<file path="src/rtl/pipe_stage_reg.sv">
// pipe_stage_reg: valid/ready pipeline register with synchronous flush, programmable
// reset value and an optional two-entry skid buffer that registers the backpressure path.

module pipe_stage_reg_chk #(
    parameter int unsigned WIDTH = 32
) (
    input  logic             clk,
    input  logic             rst,
    input  logic             flush,
    input  logic             in_valid,
    input  logic             in_ready,
    input  logic [WIDTH-1:0] in_data,
    input  logic             main_valid,
    input  logic             skid_valid
);
    // A skid entry without a head entry would break FIFO order
    a_no_orphan_skid: assert property (@(posedge clk) disable iff (rst)
        !(skid_valid && !main_valid))
        else $error("pipe_stage_reg: skid entry held while head entry is empty");

    // Upstream must hold an unaccepted offer steady until it is taken
    a_in_hold: assert property (@(posedge clk) disable iff (rst)
        (in_valid && !in_ready && !flush) |=> (in_valid && $stable(in_data)))
        else $error("pipe_stage_reg: in_valid/in_data changed before acceptance");
endmodule

module pipe_stage_reg #(
    parameter int unsigned      WIDTH     = 32,
    parameter logic [WIDTH-1:0] RESET_VAL = {WIDTH{1'b0}},
    parameter bit               SKID      = 1'b1
) (
    input  logic             clk,
    input  logic             rst,
    input  logic             flush,
    input  logic             in_valid,
    output logic             in_ready,
    input  logic [WIDTH-1:0] in_data,
    output logic             out_valid,
    input  logic             out_ready,
    output logic [WIDTH-1:0] out_data,
    output logic [1:0]       occupancy
);
    logic             main_valid_q;
    logic             main_valid_d;
    logic [WIDTH-1:0] main_data_q;
    logic [WIDTH-1:0] main_data_d;
    logic             skid_valid_s;
    logic             in_ready_s;
    logic             accept_s;
    logic             pop_s;

    // Handshake qualifiers, both taken on the same edge
    always_comb begin
        accept_s = in_valid & in_ready_s;
        pop_s    = main_valid_q & out_ready;
    end

    // Head-entry state register
    always_ff @(posedge clk) begin
        if (rst) begin
            main_valid_q <= 1'b0;
            main_data_q  <= RESET_VAL;
        end else begin
            main_valid_q <= main_valid_d;
            main_data_q  <= main_data_d;
        end
    end

    generate
        if (SKID) begin : g_skid
            logic             skid_valid_q;
            logic             skid_valid_d;
            logic [WIDTH-1:0] skid_data_q;
            logic [WIDTH-1:0] skid_data_d;

            // Skid-entry state register
            always_ff @(posedge clk) begin
                if (rst) begin
                    skid_valid_q <= 1'b0;
                    skid_data_q  <= RESET_VAL;
                end else begin
                    skid_valid_q <= skid_valid_d;
                    skid_data_q  <= skid_data_d;
                end
            end

            // Next-state for the (main_valid, skid_valid) pair; flush beats everything
            always_comb begin
                main_valid_d = main_valid_q;
                main_data_d  = main_data_q;
                skid_valid_d = skid_valid_q;
                skid_data_d  = skid_data_q;
                if (flush) begin
                    main_valid_d = 1'b0;
                    skid_valid_d = 1'b0;
                    main_data_d  = RESET_VAL;
                    skid_data_d  = RESET_VAL;
                end else begin
                    case ({main_valid_q, skid_valid_q})
                        2'b00: begin
                            if (accept_s) begin
                                main_valid_d = 1'b1;
                                main_data_d  = in_data;
                            end else begin
                                main_valid_d = 1'b0;
                            end
                        end
                        2'b10: begin
                            if (accept_s && pop_s) begin
                                main_data_d = in_data;
                            end else if (accept_s) begin
                                skid_valid_d = 1'b1;
                                skid_data_d  = in_data;
                            end else if (pop_s) begin
                                main_valid_d = 1'b0;
                            end else begin
                                main_valid_d = 1'b1;
                            end
                        end
                        2'b11: begin
                            if (pop_s) begin
                                skid_valid_d = 1'b0;
                                main_data_d  = skid_data_q;
                            end else begin
                                skid_valid_d = 1'b1;
                            end
                        end
                        default: begin
                            // Orphan skid entry: recover to empty rather than emit it
                            main_valid_d = 1'b0;
                            skid_valid_d = 1'b0;
                        end
                    endcase
                end
            end

            assign in_ready_s   = ~skid_valid_q;
            assign skid_valid_s = skid_valid_q;
        end else begin : g_single
            // Next-state for the single-entry register
            always_comb begin
                main_valid_d = main_valid_q;
                main_data_d  = main_data_q;
                if (flush) begin
                    main_valid_d = 1'b0;
                    main_data_d  = RESET_VAL;
                end else if (accept_s) begin
                    main_valid_d = 1'b1;
                    main_data_d  = in_data;
                end else if (pop_s) begin
                    main_valid_d = 1'b0;
                end else begin
                    main_valid_d = main_valid_q;
                end
            end

            assign in_ready_s   = ~main_valid_q | out_ready;
            assign skid_valid_s = 1'b0;
        end
    endgenerate

    // Output decode
    always_comb begin
        in_ready  = in_ready_s;
        out_valid = main_valid_q;
        out_data  = main_data_q;
        occupancy = {1'b0, main_valid_q} + {1'b0, skid_valid_s};
    end

    pipe_stage_reg_chk #(.WIDTH(WIDTH)) u_chk (
        .clk        (clk),
        .rst        (rst),
        .flush      (flush),
        .in_valid   (in_valid),
        .in_ready   (in_ready_s),
        .in_data    (in_data),
        .main_valid (main_valid_q),
        .skid_valid (skid_valid_s)
    );
endmodule

</file>
<file path="config.mk">
export PLATFORM = sky130hd
export DESIGN_NAME = pipe_stage_reg
export DESIGN_NICKNAME = d
export VERILOG_FILES = /design/src/rtl/pipe_stage_reg.sv
export SDC_FILE = /design/constraint.sdc
export NUM_CORES = 1
export LEC_CHECK = 0
export CAP_MARGIN = 20
export CORE_MARGIN = 2
export CORE_UTILIZATION = 50
export DETAILED_ROUTE_END_ITERATION = 7
export HOLD_SLACK_MARGIN = 0.08
export PLACE_DENSITY = 0.8
export SETUP_SLACK_MARGIN = 0.15
export SYNTH_ARGS = -nofsm -noshare
export SYNTH_HDL_FRONTEND = slang
export SYNTH_SLANG_ARGS = --single-unit
export TNS_END_PERCENT = 50
</file>
<file path="constraint.sdc">
create_clock -name clk -period 2.3 [get_ports clk]
set_input_delay 0.23 -clock clk [delete_from_list [all_inputs] [get_ports clk]]
set_output_delay 0.23 -clock clk [all_outputs]
set_load 0.01 [all_outputs]
</file>
==> results_dict.tcl <==
set metrics [dict create \
    final_area_um2 4070 \
    port_buffers 72 \
    crit_path_end_kind "output pin" \
    post-cts-setup-buffers 0 \
    cts_made_buffers 9 \
    h-tree-depth 3 \
    irDropWorstVdd_mv 0.427 \
    die_y_um 82.9 \
    drive_above_1_share_pct 8.21 \
    setup_viol_count_final 0 \
    wl_per_cell_um 15.0 \
    fin_crit_ps 2130 \
    ios 73 \
    synth_edf_count 0 \
    p_leak_nw 1.38 \
    drt_iter0_drc 204 \
    highest_layer "met4" \
    overflow 0 \
    power.density_nw_per_um2 649 \
    synth_area_leader_cell "dfxtp_1" \
    outcome "finished, final reports clean" \
    ys.flop_type "dfxtp_1" \
    worstSetupPathType "reg -> out" \
    synth-seq-cells 66 \
    antenna_left 0 \
    fin_skew_ps 6.23 \
    slew_headroom_pct 71.2 \
    die_x_um 82.9 \
    worst-r2r-cell-count 6 \
    cts.sinks 66 \
    post_cts_resized 0 \
    grt_max_degree 65 \
    root_buffer "clkbuf_8" \
    slew_viol_final 0 \
    wl_met3_um 275 \
    dpl-instance-area_um2 3830 \
    clk_pin_slew_ps 70 \
    synth_top_area_share_pct 42.4 \
    final_cell_mix "clkdlybuf4s50_1, dfxtp_1, nand2_1" \
    clk_latency_ps 330 \
    wirelength_mm 7.33 \
    cp-start-kind "flop" \
    critPathRequiredTime_ps 2070 \
    syn2layout_area_growth_pct 30.5 \
    hold_path_depth 2 \
    synthDistinctLibCells 31 \
    rsz0062_at_grt "true" \
    diodes 0 \
    hold_viol 0 \
    fin_crit_sh_pct 92.8 \
    dr_wl_met2_mm 3.52 \
    drcViolationCount 0 \
    critPathArrivalTime_ps 1900 \
    crit_path_max_fanout 11 \
    grt_pass1_wl_mm 12.2 \
    syn-cell-area_um2 3110 \
    max_slew.worst_pin.slew_ps 431 \
    synth_nets 392 \
    tritoncts "built" \
    holdCritPathClass "reg -> reg" \
    tns_ps 0 \
    viasPerCell 5.63 \
    postSynthCellCount 350 \
    grt_pass1_vias 2696 \
    synth_seq_area_share_pct 42.4 \
    start_util_pct 52.3 \
    syn_area_per_cell_um2 8.90 \
    nFillCells 492 \
    ys.warnings.count 0 \
    wl_met1_mm 3.38 \
    async_reset_ff_share_pct 0 \
    routabilityCongestion 0.816 \
    via_count 2752 \
    grtUsageTotal_pct 21.2 \
    drv_cap 0 \
    synthTopCellsByArea "dfxtp_1, mux2i_1, o211ai_1" \
    cts_buffer_depth 2 \
    fmax_ghz 0.468 \
    final_common_cell "clkdlybuf4s50_1" \
    antenna_found_initial 0 \
    nets 452 \
    die-area_um2 6880 \
    firstDrtPassIters 4 \
    core_area_um2 5960 \
    row_count 28 \
    ctsHoldBuffers 0 \
    place_hpwl_mm 4.57 \
]
-- final cells by class --
class                      instances  area, um2  area share, %
multi-input combinational        247       1590           39.2
inverter                           3       11.3          0.277
sequential                        66       1320           32.5
timing repair buffer              83        841           20.7
tap                               75       93.8           2.31
clock buffer                       9        124           3.05
clock inverter                     6       82.6           2.03
-- flip-flops by register name, summed over array words and instances (netlist names) --
register	cells
out_valid	1
out_data	32
g_skid.skid_data_q	32
g_skid.skid_valid_q	1
-- critical path: stages, from the launching register on --
cell,delay (ps)
dfxtp_1,590
inv_1,150
ha_1,310
clkdlybuf4s50_1,530
-- logic make-up (layout without fill, tap and decap cells) --
| kind of cell | count (synthesis) | count (layout) | share of synthesized area (%) |
|---|---|---|---|
| AOI/OAI and AO/OA | 108 | 108 | 22.0 |
| adders and majority gates | 5 | 5 | 2.01 |
| buffers and inverters | 37 | 101 | 6.79 |
| DFF | 66 | 66 | 42.4 |
| muxes | 32 | 32 | 10.3 |
| and+or+nand+nor | 102 | 102 | 16.5 |
-- per-layer routing --
layer  up-vias  track usage, %
li1       1364               -
met1      1295            27.4
met2        75            34.3
met3        18            4.08
met4         0            9.54
met5         -               0
-- metrics by stage --
step           util, %  instances  setup WS (ps)  hold WS [ps]  power (mW)
6_report          68.3        489            165           463        2.64
5_1_grt           68.3        489           39.0           487        2.73
4_1_cts           67.8        487            150           467        2.64
3_5_place_dp      64.3        472            175           455        1.62
3_3_place_gp      64.3        472            283           445        1.61
2_1_floorplan        -        350            639           378        1.46
-- Yosys cell counts (all sizes together), types with 2 or more instances --
| cell | count |
|---|---|
| o21ai | 32 |
| nand2b | 32 |
| buf | 16 |
| a21bo | 2 |
| a21boi | 2 |
| mux2i | 32 |
| a211oi | 3 |
| ha | 5 |
| o211ai | 33 |
| dfxtp | 66 |
| clkbuf | 18 |
| nand3 | 32 |
| nor2 | 2 |
| a21oi | 32 |
| a21o | 2 |
| inv | 3 |
| nand2 | 33 |
-- worst paths after layout --
path	startpoint	end	slack [ps]
setup reg to reg	out_valid$_SDFFE_PP0P_	out_data[5]$_SDFFE_PP0P_	480
hold reg to reg	out_data[21]$_SDFFE_PP0P_	out_data[21]$_SDFFE_PP0P_	460
hold / removal	out_data[21]$_SDFFE_PP0P_	out_data[21]$_SDFFE_PP0P_	460
setup / recovery	out_valid$_SDFFE_PP0P_	occupancy[0]	170
-- power breakdown --
| part | switching, mW | internal [mW] | total, mW |
|---|---|---|---|
| Sequential | 0.0213 | 1.18 | 1.20 |
| Combinational | 0.202 | 0.209 | 0.412 |
| Clock | 0.432 | 0.598 | 1.03 |
| Total | 0.656 | 1.98 | 2.64 |
Note: power is estimated with default switching activity, not from simulation.
